`config.mk`:
```
export PLATFORM = sky130hd
export DESIGN_NAME = interrupt_sequencer_flat
export DESIGN_NICKNAME = d
export VERILOG_FILES = /design/src/rtl/interrupt_sequencer_if.sv /design/src/rtl/interrupt_sequencer.sv /design/src/flat_wrapper.sv
export SDC_FILE = /design/constraint.sdc
export NUM_CORES = 1
export LEC_CHECK = 0
export ABC_AREA = 1
export CORE_ASPECT_RATIO = 0.7
export CORE_MARGIN = 2
export CORE_UTILIZATION = 41
export DETAILED_ROUTE_END_ITERATION = 16
export PLACE_DENSITY = 0.82
export SLEW_MARGIN = 20
export SYNTH_ARGS = -nofsm -noshare
export SYNTH_HDL_FRONTEND = slang
export SYNTH_SLANG_ARGS = --single-unit
```
`constraint.sdc`:
```
create_clock -name clk_in -period 1.8 [get_ports clk_in]
set_clock_uncertainty 0.05 [all_clocks]
set_input_delay 0.36 -clock clk_in [delete_from_list [all_inputs] [get_ports clk_in]]
set_output_delay 0.36 -clock clk_in [all_outputs]
set_load 0.05 [all_outputs]
```
`src/rtl/interrupt_sequencer_if.sv`:
```
// Handshake between the interrupt sequencer and the register-stacking unit,
// plus the handler vector handed to the fetch stage.
interface interrupt_sequencer_if;
  logic        interrupt_signal_out;
  logic        return_interrupt_signal_out;
  logic        stacking_active_in;
  logic        return_pipeline_registers_in;
  logic [63:0] vector_address_out;
  logic        vector_valid_out;

  modport master (
    output interrupt_signal_out,
    output return_interrupt_signal_out,
    output vector_address_out,
    output vector_valid_out,
    input  stacking_active_in,
    input  return_pipeline_registers_in
  );

  modport slave (
    input  interrupt_signal_out,
    input  return_interrupt_signal_out,
    input  vector_address_out,
    input  vector_valid_out,
    output stacking_active_in,
    output return_pipeline_registers_in
  );
endinterface

```
`src/rtl/interrupt_sequencer.sv`:
```
// Non-nesting interrupt sequencer: latches rising edges, picks the lowest enabled
// pending source and walks the stacking unit through stack, vector, service, unstack.
module interrupt_sequencer #(
  parameter int          NUM_SOURCES   = 8,
  parameter int          ID_WIDTH      = 3,
  parameter logic [63:0] VECTOR_BASE   = 64'h0000_0000_0000_0100,
  parameter int          VECTOR_SHIFT  = 3,
  parameter int          STACK_TIMEOUT = 64
) (
  input  logic                   clk_in,
  input  logic                   reset_n_in,
  input  logic [NUM_SOURCES-1:0] irq_in,
  input  logic [NUM_SOURCES-1:0] irq_enable_in,
  input  logic                   global_enable_in,
  input  logic                   mret_in,
  interrupt_sequencer_if.master  stk_if,
  output logic [ID_WIDTH-1:0]    active_id_out,
  output logic [NUM_SOURCES-1:0] pending_out,
  output logic                   busy_out,
  output logic                   error_out
);

  localparam int CNT_W = $clog2(STACK_TIMEOUT + 1);
  localparam logic [CNT_W-1:0] CNT_LAST = CNT_W'(STACK_TIMEOUT - 1);

  typedef enum logic [1:0] {
    IDLE,
    STACK_WAIT,
    SERVICE,
    UNSTACK_WAIT
  } state_t;

  state_t                 state_q, state_d;
  logic [NUM_SOURCES-1:0] pending_q, pending_d;
  logic [NUM_SOURCES-1:0] irq_prev_q;
  logic [CNT_W-1:0]       cnt_q, cnt_d;
  logic                   seen_q, seen_d;
  logic                   error_q, error_d;
  logic                   int_q, int_d;
  logic                   ret_q, ret_d;
  logic                   vvld_q, vvld_d;
  logic [63:0]            vaddr_q, vaddr_d;
  logic [ID_WIDTH-1:0]    id_q, id_d;

  logic [NUM_SOURCES-1:0] eligible;
  logic [NUM_SOURCES-1:0] clr_mask;
  logic [ID_WIDTH-1:0]    sel_id;

  assign eligible = pending_q & irq_enable_in;

  // Descending scan so the lowest set index is the one left in sel_id.
  always_comb begin
    sel_id = '0;
    for (int i = NUM_SOURCES - 1; i >= 0; i--) begin
      if (eligible[i]) begin
        sel_id = ID_WIDTH'(i);
      end
    end
  end

  always_comb begin
    state_d  = state_q;
    cnt_d    = cnt_q;
    seen_d   = seen_q;
    error_d  = error_q;
    int_d    = 1'b0;
    vvld_d   = 1'b0;
    ret_d    = ret_q;
    vaddr_d  = vaddr_q;
    id_d     = id_q;
    clr_mask = '0;

    case (state_q)
      IDLE: begin
        if (global_enable_in && (|eligible)) begin
          id_d     = sel_id;
          clr_mask = NUM_SOURCES'(1) << sel_id;
          int_d    = 1'b1;
          cnt_d    = '0;
          seen_d   = 1'b0;
          state_d  = STACK_WAIT;
        end
      end
      STACK_WAIT: begin
        if (seen_q && !stk_if.stacking_active_in) begin
          vaddr_d = VECTOR_BASE + (64'(id_q) << VECTOR_SHIFT);
          vvld_d  = 1'b1;
          state_d = SERVICE;
        end else if (cnt_q == CNT_LAST) begin
          error_d = 1'b1;
          state_d = IDLE;
        end else begin
          cnt_d = cnt_q + CNT_W'(1);
          if (stk_if.stacking_active_in) begin
            seen_d = 1'b1;
          end
        end
      end
      SERVICE: begin
        if (mret_in) begin
          ret_d   = 1'b1;
          state_d = UNSTACK_WAIT;
        end
      end
      UNSTACK_WAIT: begin
        if (stk_if.return_pipeline_registers_in) begin
          ret_d   = 1'b0;
          state_d = IDLE;
        end
      end
      default: state_d = IDLE;
    endcase

    // A fresh edge on the source being accepted must survive the clear.
    pending_d = (pending_q & ~clr_mask) | (irq_in & ~irq_prev_q);
  end

  always_ff @(posedge clk_in or negedge reset_n_in) begin
    if (!reset_n_in) begin
      state_q    <= IDLE;
      pending_q  <= '0;
      irq_prev_q <= '0;
      cnt_q      <= '0;
      seen_q     <= 1'b0;
      error_q    <= 1'b0;
      int_q      <= 1'b0;
      ret_q      <= 1'b0;
      vvld_q     <= 1'b0;
      vaddr_q    <= '0;
      id_q       <= '0;
    end else begin
      state_q    <= state_d;
      pending_q  <= pending_d;
      irq_prev_q <= irq_in;
      cnt_q      <= cnt_d;
      seen_q     <= seen_d;
      error_q    <= error_d;
      int_q      <= int_d;
      ret_q      <= ret_d;
      vvld_q     <= vvld_d;
      vaddr_q    <= vaddr_d;
      id_q       <= id_d;
    end
  end

  assign stk_if.interrupt_signal_out        = int_q;
  assign stk_if.return_interrupt_signal_out = ret_q;
  assign stk_if.vector_address_out          = vaddr_q;
  assign stk_if.vector_valid_out            = vvld_q;
  assign active_id_out = id_q;
  assign pending_out   = pending_q;
  assign busy_out      = (state_q != IDLE);
  assign error_out     = error_q;

endmodule

```
`src/flat_wrapper.sv`:
```
// flat-port wrapper written by rule: the top's interface ports become plain ports
module interrupt_sequencer_flat 
#(
  parameter int          NUM_SOURCES   = 8,
  parameter int          ID_WIDTH      = 3,
  parameter logic [63:0] VECTOR_BASE   = 64'h0000_0000_0000_0100,
  parameter int          VECTOR_SHIFT  = 3,
  parameter int          STACK_TIMEOUT = 64
)
  (clk_in, reset_n_in, irq_in, irq_enable_in, global_enable_in, mret_in, active_id_out, pending_out, busy_out, error_out, stk_if_interrupt_signal_out, stk_if_return_interrupt_signal_out, stk_if_vector_address_out, stk_if_vector_valid_out, stk_if_stacking_active_in, stk_if_return_pipeline_registers_in);
  interrupt_sequencer_if stk_if_i ();
  input  logic clk_in;
  input  logic reset_n_in;
  input  logic [NUM_SOURCES-1:0] irq_in;
  input  logic [NUM_SOURCES-1:0] irq_enable_in;
  input  logic global_enable_in;
  input  logic mret_in;
  output logic [ID_WIDTH-1:0] active_id_out;
  output logic [NUM_SOURCES-1:0] pending_out;
  output logic busy_out;
  output logic error_out;
  output wire logic [$bits(stk_if_i.interrupt_signal_out)-1:0] stk_if_interrupt_signal_out;
  output wire logic [$bits(stk_if_i.return_interrupt_signal_out)-1:0] stk_if_return_interrupt_signal_out;
  output wire logic [$bits(stk_if_i.vector_address_out)-1:0] stk_if_vector_address_out;
  output wire logic [$bits(stk_if_i.vector_valid_out)-1:0] stk_if_vector_valid_out;
  input wire logic [$bits(stk_if_i.stacking_active_in)-1:0] stk_if_stacking_active_in;
  input wire logic [$bits(stk_if_i.return_pipeline_registers_in)-1:0] stk_if_return_pipeline_registers_in;
  assign stk_if_interrupt_signal_out = stk_if_i.interrupt_signal_out;
  assign stk_if_return_interrupt_signal_out = stk_if_i.return_interrupt_signal_out;
  assign stk_if_vector_address_out = stk_if_i.vector_address_out;
  assign stk_if_vector_valid_out = stk_if_i.vector_valid_out;
  assign stk_if_i.stacking_active_in = stk_if_stacking_active_in;
  assign stk_if_i.return_pipeline_registers_in = stk_if_return_pipeline_registers_in;
  interrupt_sequencer #(.NUM_SOURCES(NUM_SOURCES), .ID_WIDTH(ID_WIDTH), .VECTOR_BASE(VECTOR_BASE), .VECTOR_SHIFT(VECTOR_SHIFT), .STACK_TIMEOUT(STACK_TIMEOUT)) u_core (.clk_in(clk_in), .reset_n_in(reset_n_in), .irq_in(irq_in), .irq_enable_in(irq_enable_in), .global_enable_in(global_enable_in), .mret_in(mret_in), .stk_if(stk_if_i), .active_id_out(active_id_out), .pending_out(pending_out), .busy_out(busy_out), .error_out(error_out));
endmodule
```
==> results.md <==
| Step | Metric | Reported |
| --- | --- | --- |
| run status | Status | completed |
| critical path | Slowest library cell on the worst path | sky130_fd_sc_hd__dfrtp_1 |
| timing | Post-Route Hold Slack | 0.0534 ns |
| layout | Ant. Diodes | 0 |
| timing | Setup repair after global routing missed its margin | false |
| placed design | Placer Congestion | 0.787 |
| global routing | Antenna violations before repair | 0 |
| global routing | Global routing usage summed across all routing layers | 0.140 |
| critical path | Worst endpoint data arrival time | 1.30 ns |
| critical path | Register-to-register setup slack | 0.19 ns |
| min path | Hold WC Path Type | primary input to async pin |
| power | Peak supply drop | 622 uV |
| route | Vias per inst | 4.11 |
| critical path | Critical path's top delay family | flip-flops |
| cts | Hold buffer count at CTS | 0 |
| yosys | Yosys warning count | 0 |
| yosys | Cells after Synth | 256 |
| timing | Share of the clock period used by the worst path | 0.949 |
| timing | Highest Clock Rate | 585 MHz |
| critical path | Critical-path maximum fanout | 8 |
| timing | Total of endpoints with negative setup slack in the final report | 0 |
| route | Wirelength, routed | 3.99 mm |
| layout | Post-layout net count | 334 |
| layout | Synthesis-to-finish area growth | 19.0% |
| yosys | Synthesized flop and latch total | 37 |
| power | Leak pwr | 1.32 nW |
| cts | CTS H-tree depth | 2 |
| cts | Number of buffers created by CTS | 5 |
| die | I/O pin cnt | 102 |
| route | First-pass detailed-route iteration total | 4 |
| cts | Number of buffers inserted to repair setup after CTS | 0 |
| timing | Number of hold violations in the final report | 0 |
| die | Standard cell core area | 4860 um^2 |
| cts | Count of cells resized by post-cts repair | 1 |
| yosys | Biggest area consumer among synthesized cells | sky130_fd_sc_hd__dfrtp_1 |
| placed design | Half-perimeter wire length after placement | 3.14 mm |
| global routing | Vias in the first global route | 1,399 |
| global routing | Wire length of the first global-routing pass | 6.31 mm |
| placed design | PortBufs | 41 |
| route | DRC violation total after the first TritonRoute iteration | 89 |
| layout | Filler Cells Inserted | 468 |
| critical path | Number of buffer and inverter instances along the worst setup path | 2 |
| flow run | Max-cap violations | 0 |
| cts | CTS root buffer | sky130_fd_sc_hd__clkbuf_8 |
| yosys | Top cells by area, synth | sky130_fd_sc_hd__dfrtp_1 (44%), sky130_fd_sc_hd__buf_4 (21%), sky130_fd_sc_hd__nand2_1 (12%) |
| timing | Fin. max-slew vios | 0 |
| critical path | Cell breakdown of the critical path | nor2_2, inv_1, buf_4 |
| yosys | Number of unique standard cell types used by synthesis | 25 |
| critical path | Critical Path RT | 1.39 ns |
| critical path | Terminus of the critical flop-to-flop path | u_core.cnt_q[4] |
| yosys | Top-area cell type share of the netlist area | 0.439 |
| layout | Ratio of cells with drive above 1 in the final layout | 0.167 |
| cts | Clock Tree Buf Depth | 2 |
| route | DRC viols | 0 |
| critical path | Kind of critical path | flop to primary output |
| global routing | Gr ovfl total | 0 |
| die | Starting density of the core | 0.434 |
| global routing | Maximum number of pins on one net before global-route repair | 38 |
| yosys | Sequential element share of the synthesized area | 0.439 |
| die | Std-Cell Rows | 21 |
| cts | Clk_lat worst skew | 0.29 ns |
| yosys | Avg Synthesized Cell Area | 8.25 um^2 |
| critical path | Critical register-to-register path startpoint | u_core.cnt_q[0] |
| placed design | Cell area reported after detailed placement | 2390 um^2 |
| die | Chip width | 89.8 um |
| yosys | Cell area after technology mapping | 2110 um^2 |
| die | Die footprint | 5750 um^2 |
| die | Die outline height | 64.0 um |
| critical path | Worst reg2reg path depth | 6 |
| timing | Final min period | 1.71 ns |
| cts | Clock sink count | 37 |
| route | Antenna Violating Nets Remaining | 0 |
| cts | Clock transition time at the flip-flop clock pins of the worst setup and hold paths | 0.07 ns |
| critical path | CP max stage delay | 0.49 ns |
| cts | Clock tree from TritonCTS | done |
| route | Average wire per standard cell | 10.5 um |
| critical path | Setup crit start kind | flop |
| power | Power per cell area | 1430 nW/um^2 |
| layout | Final instance area | 2510 um^2 |
| critical path | Element type at the critical path end | primary output |
| route | Vias | 1,567 |
[through the flow]
stage / utilization / worst slack, ns / power [mW] / cells / TNS (ns)
after floorplan: - / 0.143 / 2.48 / 315 / 0
after detailed placement: 0.491 / -0.102 / 2.87 / 373 / -0.668
after CTS: 0.515 / 0.0763 / 3.62 / 381 / 0
after global placement: 0.491 / -0.0410 / 2.83 / 373 / -0.173
final: 0.517 / 0.0912 / 3.60 / 381 / 0
after global routing: 0.517 / 0.00116 / 3.81 / 381 / 0
[flip-flops by register name (all words and copies together), names as in the netlist, named ones only]
signal	count
u_core.error_out	1
u_core.stk_if.vector_valid_out	1
u_core.stk_if.vector_address_out	4
u_core.stk_if.interrupt_signal_out	1
u_core.state_q	1
u_core.pending_out	8
u_core.cnt_q	7
u_core.seen_q	1
u_core.active_id_out	3
u_core.stk_if.return_interrupt_signal_out	1
u_core.irq_prev_q	8
[cell type report]
class	count	area, um^2	area share
tap	69	86.3	0.0344
sequential	37	926	0.369
timing repair buffer	50	423	0.168
clock inverter	1	30.0	0.0120
inverter	28	105	0.0418
clock buffer	7	86.3	0.0344
multi-input combinational	189	856	0.341
[how the worst max path moves through the flow]
stage | from | endpoint | slack, ns | cells past startpoint
global placement | irq_enable_in[3] | u_core.pending_out[7] | -0.04 | 9
CTS | flop | busy_out | 0.08 | 3
finish | flop | busy_out | 0.09 | 3
detailed placement | irq_enable_in[3] | u_core.cnt_q[4] | -0.10 | 9
floorplan | u_core.pending_out[0] | flop | 0.14 | 9
global route | u_core.cnt_q[0] | flop | 0.001 | 8
[synth_stat cells]
cell                       count
sky130_fd_sc_hd__nand2_1      69
sky130_fd_sc_hd__buf_4        60
sky130_fd_sc_hd__dfrtp_1      37
sky130_fd_sc_hd__inv_1        26
sky130_fd_sc_hd__o21ai_0      13
sky130_fd_sc_hd__nand3_1      12
sky130_fd_sc_hd__nor2_1        8
sky130_fd_sc_hd__nand4_1       7
sky130_fd_sc_hd__nor2_4        3
sky130_fd_sc_hd__a21oi_1       2
sky130_fd_sc_hd__inv_2         2
sky130_fd_sc_hd__nand3_2       2
sky130_fd_sc_hd__nand3b_1      2
sky130_fd_sc_hd__or2_2         2
sky130_fd_sc_hd__a311oi_1      1
sky130_fd_sc_hd__a31oi_1       1
sky130_fd_sc_hd__clkbuf_2      1
sky130_fd_sc_hd__conb_1        1
sky130_fd_sc_hd__ha_1          1
sky130_fd_sc_hd__nand2_2       1
sky130_fd_sc_hd__nor2_2        1
sky130_fd_sc_hd__nor3_1        1
sky130_fd_sc_hd__o211a_1       1
sky130_fd_sc_hd__o21bai_1      1
sky130_fd_sc_hd__xor2_1        1
[report_power, final]
part / internal (mW) / total (mW) / switching (mW)
clock: 0.451 / 0.735 / 0.284
combinational: 0.462 / 1.69 / 1.23
sequential: 1.02 / 1.18 / 0.160
total: 1.93 / 3.60 / 1.67
[cell usage in the layout, fill, tap and decap left out, drive strengths merged]
master | netlist | layout
nand3 | 14 | 14
nand3b | 2 | 2
a31oi | 1 | 1
a311oi | 1 | 1
clkdlybuf4s50 | 0 | 20
clkbuf | 1 | 7
o211a | 1 | 1
nand4 | 7 | 7
o21bai | 1 | 1
ha | 1 | 1
conb | 1 | 60
dfrtp | 37 | 37
or2 | 2 | 2
buf | 60 | 30
xor2 | 1 | 1
inv | 28 | 28
nand2 | 70 | 70
nor3 | 1 | 1
bufinv | 0 | 1
nor2 | 12 | 12
a21oi | 2 | 2
o21ai | 13 | 13
[layer usage]
layer  track usage  wire length [um]
met5             0                 0
met4        0.0519                34
met3        0.0460               259
met2         0.223              1850
met1         0.181              1850
[cell families (layout without fill, tap and decap cells)]
kind of cell,count (synthesis),after routing,synth area share
buffers and inverters,89,86,0.266
AND/OR/NAND/NOR,108,108,0.233
other,1,60,0.00178
adder cells (fa/ha/maj),1,1,0.00593
XOR/XNOR,1,1,0.00415
AO/OA/AOI/OAI,19,19,0.0510
flip-flops,37,37,0.439
Note: power is estimated with default switching activity, not from simulation.
==> patch 1: new RTL, same settings <==
Register the inputs `irq_in` and `irq_enable_in` before use, with the module's reset. The logic sees them one clock later. The other inputs are not delayed to match.
--- a/src/rtl/interrupt_sequencer.sv
+++ b/src/rtl/interrupt_sequencer.sv
@@ -30,6 +30,19 @@
     UNSTACK_WAIT
   } state_t;
 
+  logic [NUM_SOURCES-1:0] irq_q;
+  logic [NUM_SOURCES-1:0] irq_enable_q;
+
+  always_ff @(posedge clk_in or negedge reset_n_in) begin
+    if (!reset_n_in) begin
+      irq_q        <= '0;
+      irq_enable_q <= '0;
+    end else begin
+      irq_q        <= irq_in;
+      irq_enable_q <= irq_enable_in;
+    end
+  end
+
   state_t                 state_q, state_d;
   logic [NUM_SOURCES-1:0] pending_q, pending_d;
   logic [NUM_SOURCES-1:0] irq_prev_q;
@@ -46,7 +59,7 @@
   logic [NUM_SOURCES-1:0] clr_mask;
   logic [ID_WIDTH-1:0]    sel_id;
 
-  assign eligible = pending_q & irq_enable_in;
+  assign eligible = pending_q & irq_enable_q;
 
   // Descending scan so the lowest set index is the one left in sel_id.
   always_comb begin
@@ -112,7 +125,7 @@
     endcase
 
     // A fresh edge on the source being accepted must survive the clear.
-    pending_d = (pending_q & ~clr_mask) | (irq_in & ~irq_prev_q);
+    pending_d = (pending_q & ~clr_mask) | (irq_q & ~irq_prev_q);
   end
 
   always_ff @(posedge clk_in or negedge reset_n_in) begin
@@ -131,7 +144,7 @@
     end else begin
       state_q    <= state_d;
       pending_q  <= pending_d;
-      irq_prev_q <= irq_in;
+      irq_prev_q <= irq_q;
       cnt_q      <= cnt_d;
       seen_q     <= seen_d;
       error_q    <= error_d;
Formal check against the unedited RTL: not equivalent (Yosys sat finds a counterexample within 4 cycles, from zero or initial values and one cycle with reset_n_in low).
==> patch 1 against the unedited design <==
Clock power grew 9.0%; worst setup slack gained 59 ps; power grew 8.9%; synthesized cell count grew 4.7%; routed wire length shrank 0.63%; count of clock-buffer cells in the layout shrank 2; final cell count grew 3.7%; non-clock buffer count shrank 5; cell area grew 15%; sequential cell count grew 16; critical path depth grew 1; area after synthesis grew 20%; largest cell class unchanged; largest power group unchanged; highest routed layer unchanged.
==> patch 1: results (changes against the unedited design) <==
CP max stage delay=440 ps (-50 ps); number of buffers created by CTS=5 (unchanged); routed vias/inst=4.043 (-1.7%); post-cts sizing count=0 (-1); maximum VDD drop=555.5 µV (-11%); synth warn=0 (unchanged); DP Area=2769 µm² (+16%); Total GRT Usage=11.88% (-2.2 points); CP top delay family=flip-flops; largest net degree at the start of global routing=22 (-42%); clock latency on the worst-skew pair=310 ps (+20 ps); CP max stage cell=dfrtp_1; DPL Wire Length=3219 µm (+2.4%); CP Data Arrival Time=1240 ps (-60 ps); Max FO, Critical Path=6 (-2); Synth Area in Adders=0.4953% (-0.097 points); initial antenna violation count=0 (unchanged); share of post-route cells with drive strength above 1=16.88% (+0.21 points); vias in the first global route=1372 (-1.9%); wire length of the first global-routing pass=6451 µm (+2.3%); Post-Place Cells=386 (+3.5%); CTS Hold Bufs=1 (+1); hold crit path type=reg2reg; Synth cell types=27 (+8.0%); Compound-Gate Fraction of Synth Area=3.616% (-1.5 points); xor and xnor area share after synthesis=1.040% (+0.63 points); RePlAce Congestion=0.7869 (about the same); Leak Pwr=0.001523 µW (+16%); syn avg cell area=9.426 µm² (+14%); Synth Flop Type=dfrtp_1; fillcell total=542 (+16%); nets@finish=342 (+2.4%); sequential area share after synthesis=52.50% (+8.6 points); Worst-path clk slew=100 ps (+30 ps); top post-synthesis cells by area=dfrtp_1 (53%), buf_4 (18%), nand2_1 (9.8%), inv_1 (3.7%), nand3_1 (1.8%); DRT Wirelength=3969 µm (-0.63%); Non-Filler Instances=395 (+3.7%); Post-synth top cells=nand2_1 (66), buf_4 (60), dfrtp_1 (53); status=completed; Starting DRT DRC Count=68 (-24%); dpl ws=87.79 ps (+189.6 ps)
## patch 1: changes by cell type after synthesis, sizes merged
cell / change
o21bai: -1
o21ai: -3
a31o: +1
nand3: -4
a21oi: +1
nand2: +2
o211a: -1
xor2: +2
a211oi: +1
clkbuf: -1
dfrtp: +16
a311oi: -1
nand4: -1
inv: +1
## patch 1: worst paths after layout
| path | startpoint | to | slack [ps] | cells past startpoint |
|---|---|---|---|---|
| worst max-delay path | register | busy_out | 150 | 4 |
| worst min-delay path | u_core.irq_q[7] | u_core.irq_prev_q[7] | 330 | 0 |
| worst max register to register | u_core.cnt_q[0] | u_core.cnt_q[4] | 180 | 10 |
| worst min register to register | u_core.irq_q[7] | u_core.irq_prev_q[7] | 330 | 0 |
| max in group asynchronous | reset_n_in | u_core.stk_if.vector_valid_out | 620 | 3 |
| min in group asynchronous | reset_n_in | u_core.irq_q[1] | 460 | 2 |
## patch 1: area by class of cell
cell class	instances	area, µm²	area share (%)
clock inverter	3	43.79	1.514
sequential	53	1326	45.87
clock buffer	5	68.82	2.380
inverter	29	108.9	3.765
multi-input combinational	185	862.1	29.81
tap	75	93.84	3.245
timing repair buffer	45	387.9	13.41
## patch 1: metal layers
metal / share of wire, % / vias to the layer above / global-route usage, % / wire (µm)
li1: - / 806 / - / -
met1: 47 / 710 / 17.44 / 1883
met2: 42 / 77 / 15.83 / 1684
met3: 9.2 / 4 / 4.536 / 365
met4: 0.91 / 0 / 4.167 / 36
met5: 0 / - / 0 / 0
## patch 1: cell families after synthesis
logic type	Yosys count
xor gates and xnor gates	3
AOI/OAI and AO/OA	16
DFF	53
adders and majority gates	1
and+or+nand+nor	105
other	1
buffers and inverters	89
## patch 1: where the power goes
group          switching (µW)  internal [µW]
clock                     384            417
sequential                143           1380
combinational            1190            412
==> patch 2: new RTL, same settings <==
Without the edit above. `ID_WIDTH` is set to 3 in 2 places; all go to 6.
--- a/src/rtl/interrupt_sequencer.sv
+++ b/src/rtl/interrupt_sequencer.sv
@@ -2,7 +2,7 @@
 // pending source and walks the stacking unit through stack, vector, service, unstack.
 module interrupt_sequencer #(
   parameter int          NUM_SOURCES   = 8,
-  parameter int          ID_WIDTH      = 3,
+  parameter int          ID_WIDTH      = 6,
   parameter logic [63:0] VECTOR_BASE   = 64'h0000_0000_0000_0100,
   parameter int          VECTOR_SHIFT  = 3,
   parameter int          STACK_TIMEOUT = 64
--- a/src/flat_wrapper.sv
+++ b/src/flat_wrapper.sv
@@ -2,7 +2,7 @@
 module interrupt_sequencer_flat 
 #(
   parameter int          NUM_SOURCES   = 8,
-  parameter int          ID_WIDTH      = 3,
+  parameter int          ID_WIDTH      = 6,
   parameter logic [63:0] VECTOR_BASE   = 64'h0000_0000_0000_0100,
   parameter int          VECTOR_SHIFT  = 3,
   parameter int          STACK_TIMEOUT = 64
Interface: changed (resized active_id_out); port bits go from 102 to 105. No check against the original RTL was run, so the function may have changed too.
==> patch 2 against the unedited design <==
Worst setup slack gained 83 ps; power grew 0.59%; routed wire length grew 2.0%; synthesized cell count grew 0.78%; cell area grew 3.1%; sequential cell count is the same; area after synthesis grew 4.8%; clock power shrank 23%; critical path depth grew 6; global-route usage grew 0.12 points; largest power group unchanged; highest routed layer unchanged.
==> patch 2: results (changes against the unedited design) <==
routed vias/inst=4.175 (+1.5%); pwr/cell area=1398 nW/µm² (-2.5%); Starting DRT DRC Count=79 (-11%); hold slack=63.13 ps (+9.719 ps); RePlAce Congestion=0.8702 (+11%); Post-synth top cells=nand2_1 (64), buf_4 (63), dfrtp_1 (37); core area=5230 µm² (+7.6%); Post-Syn Instances=258 (+0.78%); status=completed; Register-to-Register Path Depth=9 (+3); Setup crit end kind=register; GR Util met2=20.86% (-1.4 points); vias in the first global route=1426 (+1.9%); Clock buf/inv share=3.332% (-1.3 points); PnR worst setup slack=173.7 ps (+82.50 ps); count of non-CTS buffers in the layout=52 (+4.0%); Post-Place Cells=381 (+2.1%); GR Util met3=4.243% (-0.36 points); worst flop-to-flop path endpoint=u_core.cnt_q[2]; Leak Pwr=0.001376 µW (+4.6%); maximum VDD drop=839.4 µV (+35%); Non-clock buffering overhead=16.90% (+0.067 points); GR Util met1=20.26% (+2.1 points); post-cts sizing count=0 (-1); multi-input gate count=192 (+1.6%); nets@finish=339 (+1.5%); DPL Wire Length=3380 µm (+7.5%); wire length per cell after detailed routing=10.50 µm (+0.14%); via count=1620 (+3.4%); Synth cell types=28 (+12%); fillcell total=514 (+9.8%); Met3 Wirelength=254 µm (-1.9%)
-- patch 2: changes by cell type after synthesis, moves of 3 or more --
cell	change
buf_4	+3
inv_1	-3
inv_4	+3
nand2_1	-5
nand2_2	+4
nand2_4	+3
nor2_1	-4
o21ai_0	-8
o21ai_1	+5
-- patch 2: cells by family after synthesis --
kind of cell | Yosys count | share of synthesized area, %
xor+xnor | 3 | 1.188
other cells | 1 | 0.1695
compound gates | 15 | 4.525
buf+inv | 91 | 26.47
fa+ha+maj | 1 | 0.5655
flops | 37 | 41.86
simple gates | 110 | 25.23
-- patch 2: worst max-delay path, stage by stage, from the launching register on --
cell and delay, ps:
dfrtp_1 420, ha_2 230, nand4_1 140, nor2_2 150, nand3_1 170, nand2_4 130
nor2_8 60, inv_4 70, nand2_1 50, o21ai_1 70
-- patch 2: power by group --
part           total (µW)  switching (µW)  internal, µW
Combinational        1910            1380           530
Sequential           1150             131          1020
Clock                 564             260           303
